--- src/rtl/freq_pkg.sv ---
// Shared types and constants for the frequency-meter display path.
package freq_pkg;

  localparam int NUM_DIGITOS = 5;

  typedef logic [4:0] digito_t;

  localparam digito_t CODIGO_APAGADO = 5'd16;
  localparam digito_t CODIGO_TRACO   = 5'd17;

  // Active-high glyphs, bit order {g,f,e,d,c,b,a}
  localparam logic [6:0] SEG_0       = 7'h3f;
  localparam logic [6:0] SEG_1       = 7'h06;
  localparam logic [6:0] SEG_2       = 7'h5b;
  localparam logic [6:0] SEG_3       = 7'h4f;
  localparam logic [6:0] SEG_4       = 7'h66;
  localparam logic [6:0] SEG_5       = 7'h6d;
  localparam logic [6:0] SEG_6       = 7'h7d;
  localparam logic [6:0] SEG_7       = 7'h07;
  localparam logic [6:0] SEG_8       = 7'h7f;
  localparam logic [6:0] SEG_9       = 7'h6f;
  localparam logic [6:0] SEG_TRACO   = 7'h40;
  localparam logic [6:0] SEG_APAGADO = 7'h00;

  typedef enum logic [2:0] {
    SLOT0,
    SLOT1,
    SLOT2,
    SLOT3,
    SLOT4
  } slot_t;

  function automatic slot_t proximo_slot(slot_t s);
    case (s)
      SLOT0:   return SLOT1;
      SLOT1:   return SLOT2;
      SLOT2:   return SLOT3;
      SLOT3:   return SLOT4;
      default: return SLOT0;
    endcase
  endfunction

endpackage

--- src/rtl/varredura_display_if.sv ---
// Result-register side and display-pin side of the scanner, bundled.
interface varredura_display_if;
  import freq_pkg::*;

  logic       habilitar;
  logic       supr_zeros;
  digito_t    digito1;
  digito_t    digito2;
  digito_t    digito3;
  digito_t    digito4;
  digito_t    digito5;
  logic [4:0] ponto;
  logic [4:0] anodo;
  logic [6:0] segmentos;
  logic       dp;
  logic       inicio_quadro;

  modport master (
    output habilitar, supr_zeros, digito1, digito2, digito3, digito4, digito5, ponto,
    input  anodo, segmentos, dp, inicio_quadro
  );

  modport slave (
    input  habilitar, supr_zeros, digito1, digito2, digito3, digito4, digito5, ponto,
    output anodo, segmentos, dp, inicio_quadro
  );

endinterface

--- src/rtl/varredura_display_decodificador.sv ---
// Digit code to active-high 7-segment pattern; unknown codes render blank.
module decodificador_7seg
  import freq_pkg::*;
(
  input  digito_t    codigo,
  output logic [6:0] segmentos
);

  always_comb begin
    segmentos = SEG_APAGADO;
    case (codigo)
      5'd0:         segmentos = SEG_0;
      5'd1:         segmentos = SEG_1;
      5'd2:         segmentos = SEG_2;
      5'd3:         segmentos = SEG_3;
      5'd4:         segmentos = SEG_4;
      5'd5:         segmentos = SEG_5;
      5'd6:         segmentos = SEG_6;
      5'd7:         segmentos = SEG_7;
      5'd8:         segmentos = SEG_8;
      5'd9:         segmentos = SEG_9;
      CODIGO_TRACO: segmentos = SEG_TRACO;
      default:      segmentos = SEG_APAGADO;
    endcase
  end

endmodule

--- src/rtl/varredura_display.sv ---
// Multiplexes a once-per-frame snapshot of five digit codes onto a
// 5-digit 7-segment display, with anti-ghost blanking and zero suppression.
module varredura_display
  import freq_pkg::*;
#(
  parameter int DIVISOR     = 1000,
  parameter int APAGAR      = 16,
  parameter int ATIVO_BAIXO = 1
) (
  input  logic         clock,
  input  logic         reset,
  varredura_display_if.slave bus
);

  localparam int PW = (DIVISOR > 1) ? $clog2(DIVISOR) : 1;
  localparam logic [PW-1:0] ULTIMO = PW'(DIVISOR - 1);
  localparam logic [PW-1:0] LIMIAR = PW'(APAGAR);
  localparam logic [4:0] MASC_AN  = (ATIVO_BAIXO != 0) ? 5'b11111 : 5'b00000;
  localparam logic [6:0] MASC_SEG = (ATIVO_BAIXO != 0) ? 7'b1111111 : 7'b0000000;
  localparam logic       MASC_DP  = (ATIVO_BAIXO != 0);

  logic [PW-1:0] prescaler, prescaler_prox;
  slot_t         slot, slot_prox;
  logic          primeiro;
  logic          captura;

  digito_t       sombra [NUM_DIGITOS];
  logic [4:0]    sombra_ponto;
  logic [4:0]    suprimido;
  logic [4:0]    anodo_sel;
  logic          ponto_sel;
  digito_t       codigo_sel;
  logic [6:0]    seg_dec;

  logic [4:0]    anodo_q;
  logic [6:0]    seg_q;
  logic          dp_q;
  logic          inicio_q;

  always_ff @(posedge clock) begin
    if (reset) begin
      prescaler <= '0;
      slot      <= SLOT0;
      primeiro  <= 1'b1;
    end else begin
      prescaler <= prescaler_prox;
      slot      <= slot_prox;
      if (captura) primeiro <= 1'b0;
    end
  end

  // The first enabled cycle after reset snapshots immediately so the display never waits a frame.
  always_comb begin
    prescaler_prox = prescaler;
    slot_prox      = slot;
    captura        = 1'b0;
    if (bus.habilitar) begin
      captura = primeiro || ((prescaler == ULTIMO) && (slot == SLOT4));
      if (prescaler == ULTIMO) begin
        prescaler_prox = '0;
        slot_prox      = proximo_slot(slot);
      end else begin
        prescaler_prox = prescaler + 1'b1;
      end
    end
  end

  // A digit is a leading zero only if it and every digit above it are 0 with no decimal point.
  always_comb begin
    logic todos_zero;
    suprimido = '0;
    for (int i = 1; i < NUM_DIGITOS; i++) begin
      todos_zero = 1'b1;
      for (int j = i; j < NUM_DIGITOS; j++) begin
        if ((sombra[j] != 5'd0) || sombra_ponto[j]) todos_zero = 1'b0;
      end
      suprimido[i] = bus.supr_zeros && todos_zero;
    end
  end

  always_comb begin
    anodo_sel  = '0;
    ponto_sel  = 1'b0;
    codigo_sel = CODIGO_APAGADO;
    for (int i = 0; i < NUM_DIGITOS; i++) begin
      if (int'(slot) == i) begin
        anodo_sel[i] = 1'b1;
        ponto_sel    = sombra_ponto[i];
        codigo_sel   = suprimido[i] ? CODIGO_APAGADO : sombra[i];
      end
    end
  end

  decodificador_7seg u_decod (
    .codigo    (codigo_sel),
    .segmentos (seg_dec)
  );

  always_ff @(posedge clock) begin
    if (reset) begin
      for (int i = 0; i < NUM_DIGITOS; i++) sombra[i] <= CODIGO_APAGADO;
      sombra_ponto <= '0;
      anodo_q      <= MASC_AN;
      seg_q        <= MASC_SEG;
      dp_q         <= MASC_DP;
      inicio_q     <= 1'b0;
    end else begin
      inicio_q <= captura;
      if (captura) begin
        sombra[0]    <= bus.digito1;
        sombra[1]    <= bus.digito2;
        sombra[2]    <= bus.digito3;
        sombra[3]    <= bus.digito4;
        sombra[4]    <= bus.digito5;
        sombra_ponto <= bus.ponto;
      end
      if (bus.habilitar && (prescaler >= LIMIAR)) begin
        anodo_q <= anodo_sel ^ MASC_AN;
        seg_q   <= seg_dec ^ MASC_SEG;
        dp_q    <= ponto_sel ^ MASC_DP;
      end else begin
        anodo_q <= MASC_AN;
        seg_q   <= MASC_SEG;
        dp_q    <= MASC_DP;
      end
    end
  end

  assign bus.anodo         = anodo_q;
  assign bus.segmentos     = seg_q;
  assign bus.dp            = dp_q;
  assign bus.inicio_quadro = inicio_q;

endmodule

--- src/flat_wrapper.sv ---
// flat-port wrapper written by rule: the top's interface ports become plain ports
module varredura_display_flat import freq_pkg::*;
#(
  parameter int DIVISOR     = 1000,
  parameter int APAGAR      = 16,
  parameter int ATIVO_BAIXO = 1
)
  (clock, reset, bus_habilitar, bus_supr_zeros, bus_digito1, bus_digito2, bus_digito3, bus_digito4, bus_digito5, bus_ponto, bus_anodo, bus_segmentos, bus_dp, bus_inicio_quadro);
  varredura_display_if bus_i ();
  input  logic clock;
  input  logic reset;
  input wire logic [$bits(bus_i.habilitar)-1:0] bus_habilitar;
  input wire logic [$bits(bus_i.supr_zeros)-1:0] bus_supr_zeros;
  input wire logic [$bits(bus_i.digito1)-1:0] bus_digito1;
  input wire logic [$bits(bus_i.digito2)-1:0] bus_digito2;
  input wire logic [$bits(bus_i.digito3)-1:0] bus_digito3;
  input wire logic [$bits(bus_i.digito4)-1:0] bus_digito4;
  input wire logic [$bits(bus_i.digito5)-1:0] bus_digito5;
  input wire logic [$bits(bus_i.ponto)-1:0] bus_ponto;
  output wire logic [$bits(bus_i.anodo)-1:0] bus_anodo;
  output wire logic [$bits(bus_i.segmentos)-1:0] bus_segmentos;
  output wire logic [$bits(bus_i.dp)-1:0] bus_dp;
  output wire logic [$bits(bus_i.inicio_quadro)-1:0] bus_inicio_quadro;
  assign bus_i.habilitar = bus_habilitar;
  assign bus_i.supr_zeros = bus_supr_zeros;
  assign bus_i.digito1 = bus_digito1;
  assign bus_i.digito2 = bus_digito2;
  assign bus_i.digito3 = bus_digito3;
  assign bus_i.digito4 = bus_digito4;
  assign bus_i.digito5 = bus_digito5;
  assign bus_i.ponto = bus_ponto;
  assign bus_anodo = bus_i.anodo;
  assign bus_segmentos = bus_i.segmentos;
  assign bus_dp = bus_i.dp;
  assign bus_inicio_quadro = bus_i.inicio_quadro;
  varredura_display #(.DIVISOR(DIVISOR), .APAGAR(APAGAR), .ATIVO_BAIXO(ATIVO_BAIXO)) u_core (.clock(clock), .reset(reset), .bus(bus_i));
endmodule
--- config.mk ---
export PLATFORM = sky130hd
export DESIGN_NAME = varredura_display_flat
export DESIGN_NICKNAME = d
export VERILOG_FILES = /design/src/rtl/freq_pkg.sv /design/src/rtl/varredura_display_if.sv /design/src/rtl/varredura_display_decodificador.sv /design/src/rtl/varredura_display.sv /design/src/flat_wrapper.sv
export SDC_FILE = /design/constraint.sdc
export NUM_CORES = 1
export LEC_CHECK = 0
export CAP_MARGIN = 20
export CORE_ASPECT_RATIO = 1.1
export CORE_UTILIZATION = 58
export CTS_BUF_LIST = sky130_fd_sc_hd__clkbuf_4 sky130_fd_sc_hd__clkbuf_8
export DETAILED_ROUTE_END_ITERATION = 16
export GPL_ROUTABILITY_DRIVEN = 0
export PLACE_DENSITY = 0.95
export SYNTH_ARGS = -nofsm -noshare
export SYNTH_HDL_FRONTEND = slang
export SYNTH_SLANG_ARGS = --single-unit
export TNS_END_PERCENT = 10
--- constraint.sdc ---
create_clock -name clock -period 4.5 [get_ports clock]
set_input_delay 0.9 -clock clock [delete_from_list [all_inputs] [get_ports clock]]
set_output_delay 0.9 -clock clock [all_outputs]
set_load 0.005 [all_outputs]
==> run metrics <==
Syn Std Cell Area=0.002680 sq mm; most used flip-flop cell after synthesis=dfxtp_1; routed length on met3=271 um; setup ws final=1.481 ns; Reg clk slew, reported paths=0.06 ns; Worst R2R Path Depth=6; Die Height=73.30 um; Initial DRC Count=219; Starting Density=61.20%; total nets after synthesis=309; Slew Limit Fails=0; register bit total from synthesis=58; CP Launch Type=flop; crit path from=u_core.slot[1]; cell depth of the worst setup path=6; Setup TNS=0 ns; fin crit period=3.019 ns; area leader, netlist=edfxtp_1; Least-Margin Pin Slew=0.9198 ns; Syn Area/Cell=10.04 sq um; Crit-path slowest cell=dfxtp_1; depth of the CTS H-tree=3; Skew-Pair Late Insertion Delay=0.33 ns; first-pass GRT wire length=9183 um; synth warn=0; Crit path top cell by count=nor2_1; IO Count=48; unrepaired setup endpoints after global routing=no; uppermost routed layer=met4; Die X-Extent=66.82 um; detailed placer's ending HPWL=3867 um; crit path buf inv count=0; pre-CTS WS=1.126 ns; Top delay family on crit path=simple AND/OR/NAND/NOR gates; CTS tree=built; Worst Path Max Fanout=21; pin count of the biggest net entering global routing=26; Crit Path Category=flop to flop; final wirelength=5601 um; Remaining DRCs=0; LEAKAGE=1.303 nW; post-cts sizing count=0; ANT cells=0; setup bufs post-CTS=0; Distinct cells, synth=40; clk root buf=clkbuf_8; Routed Antenna Nets=0; Num CTS Buffers=9; placed cell area=0.003179 sq mm; wire length on met1=2311 um; metal2 WL=2868 um; Critical Path End=u_core.sombra[0][6]; Final Cell Area=0.003401 sq mm; Routed WL per cell=14.94 um; worst stage delay on the critical path=0.83 ns; EDFF count, synth=25; Vias=2105; GRT overflow=0; Post-Synthesis Cells=267; vias in the first global route=2036; Final Skew=0.01038 ns; Clock Tree Buf Depth=2; PwrDens=356.7 mW/mm^2; # clock sinks=58; Max-cap violations=0; FFs w/ async S/R, synth=0%; Final Setup Violations=0; R2R Path Start=u_core.slot[1]; Max-slew headroom=38.27%; Reg2Reg Setup Slack=1.48 ns; port buffer count=47; Crit path arrival time=3.09 ns; crit path cell chain=nor2_1, nand2_1, nor2_1, o21ai_1, nor2_1, and2_1; Hold Buf Count CTS=0; FF-to-FF End=u_core.sombra[0][6]; status=completed; Synth area leaders=edfxtp_1 28%, dfxtp_1 25%, nor2_1 4.9%; Rows=25; crit share post-route=67.10%; Vias/cell=5.613; min-delay worst type=flop to flop; Detailed Routing Iterations Pass 1=5; area fraction of the dominant cell type after synthesis=28.01%; crit end category=flop; number of nets in the layout=358; antenna violations before repair=0; endpoints failing hold=0; Area Overhead vs Synth=26.89%; DIE AREA=0.004897 sq mm; Max Fclk=331.2 MHz; area of the core=0.004379 sq mm; gr usage total=26.10%; layout cells sized above 1=7.165%; sequential share of the synthesized area=52.66%; worst path required time=4.57 ns; Peak VDD IR=0.3206 mV
## cell type report
class,count,area (sq um)
clock buffer,13,166.4
inverter,11,41.29
clock inverter,3,40.04
fill,289,978.4
sequential,58,1411
multi-input combinational,186,1174
timing repair buffer,50,500.5
tap,54,67.56
## power by group
group	total, mW	switching (mW)	leakage (nW)	internal, mW
logic	0.132	0.0637	0.669	0.0680
registers	0.594	0.0212	0.523	0.573
clock network	0.487	0.191	0.110	0.296
total	1.21	0.276	1.30	0.937
## metrics by stage
step | hold WS [ns] | power [mW] | utilization (%) | instances
6_report | 0.4561 | 1.213 | 77.66 | 375
5_1_grt | 0.4634 | 1.261 | 77.66 | 375
4_1_cts | 0.4572 | 1.218 | 77.31 | 374
3_5_place_dp | 0.4440 | 0.7317 | 72.60 | 358
3_3_place_gp | 0.4363 | 0.7236 | 72.60 | 358
2_1_floorplan | 0.4310 | 0.6801 | - | 267
## cells by family (layout without fill, tap and decap cells)
family          Yosys count  in the layout  synth area share (%)
mux                      14             14                 5.695
simple gates            120            120                 23.20
compound gates           34             34                 7.890
buf+inv                  23             77                 3.548
flops                    58             58                 52.66
xor+xnor                 10             10                 3.268
fa+ha+maj                 8              8                 3.735
## worst min-delay path by stage
| stage | slack (ns) | cells after the start | start | endpoint |
|---|---|---|---|---|
| after floorplan | 0.43 | 1 | u_core.primeiro | u_core.primeiro |
| final | 0.46 | 1 | u_core.primeiro | u_core.primeiro |
| after detailed placement | 0.44 | 1 | u_core.primeiro | u_core.primeiro |
| after global routing | 0.46 | 1 | u_core.primeiro | u_core.primeiro |
| after global placement | 0.44 | 1 | u_core.primeiro | u_core.primeiro |
| after CTS | 0.46 | 1 | u_core.primeiro | u_core.primeiro |
## worst reg2reg max path, stage by stage, from the launching register on
cell     delay, ns
dfxtp_1       0.83
nor2_1        0.22
nand2_1       0.18
nor2_1        0.06
o21ai_1       0.71
nor2_1        0.45
and2_1        0.31
## state kept, by name (all words and copies together), names as in the netlist
signal and flops:
u_core.sombra 25, u_core.primeiro 1, u_core.sombra_ponto 5, u_core.bus.anodo 5, u_core.slot 3, u_core.bus.dp 1, u_core.bus.inicio_quadro 1, u_core.bus.segmentos 7
u_core.prescaler 10
## cell usage after synthesis (3+ instances only)
master	number
edfxtp_1	25
nor2b_1	3
nand2_1	18
buf_2	4
a21oi_1	7
mux2i_1	13
inv_1	11
xor2_1	7
and2_1	20
nor4_1	3
nand3_1	9
o21ai_1	13
clkbuf_1	5
or3_1	7
nand2b_1	5
ha_1	8
nand4_1	5
dfxtp_1	33
nor2_1	35
xnor2_1	3
o22ai_1	3
nor3_1	6
## layout by cell type, fill, tap and decap left out, types with 2 or more instances in the layout
master | Yosys | layout
clkdlybuf4s50_1 | 0 | 47
edfxtp_1 | 25 | 25
xor2_1 | 7 | 7
nand4_1 | 5 | 5
inv_1 | 11 | 11
nand2b_1 | 5 | 5
xnor2_1 | 3 | 3
nand2_1 | 18 | 18
clkbuf_8 | 0 | 11
nor4_1 | 3 | 3
mux2i_1 | 13 | 13
buf_4 | 1 | 2
and4_1 | 2 | 2
o22ai_1 | 3 | 3
a21oi_1 | 7 | 7
o211ai_1 | 2 | 2
nor3_1 | 6 | 6
nor2b_1 | 3 | 3
o21ai_0 | 2 | 2
clkinv_2 | 0 | 2
and2_1 | 20 | 20
ha_1 | 8 | 8
nand3b_1 | 2 | 2
nor2_1 | 35 | 35
or3_1 | 7 | 7
o21ai_1 | 13 | 13
dfxtp_1 | 33 | 33
nand3_1 | 9 | 9
or4_1 | 2 | 2
clkbuf_4 | 0 | 2
## per-layer routing
metal	global-route usage, %	vias up
met4	13.95	0
met1	29.82	973
li1	-	1029
met5	0	-
met3	7.919	17
met2	43.43	86
No activity file was read; power rests on OpenSTA's default activity.
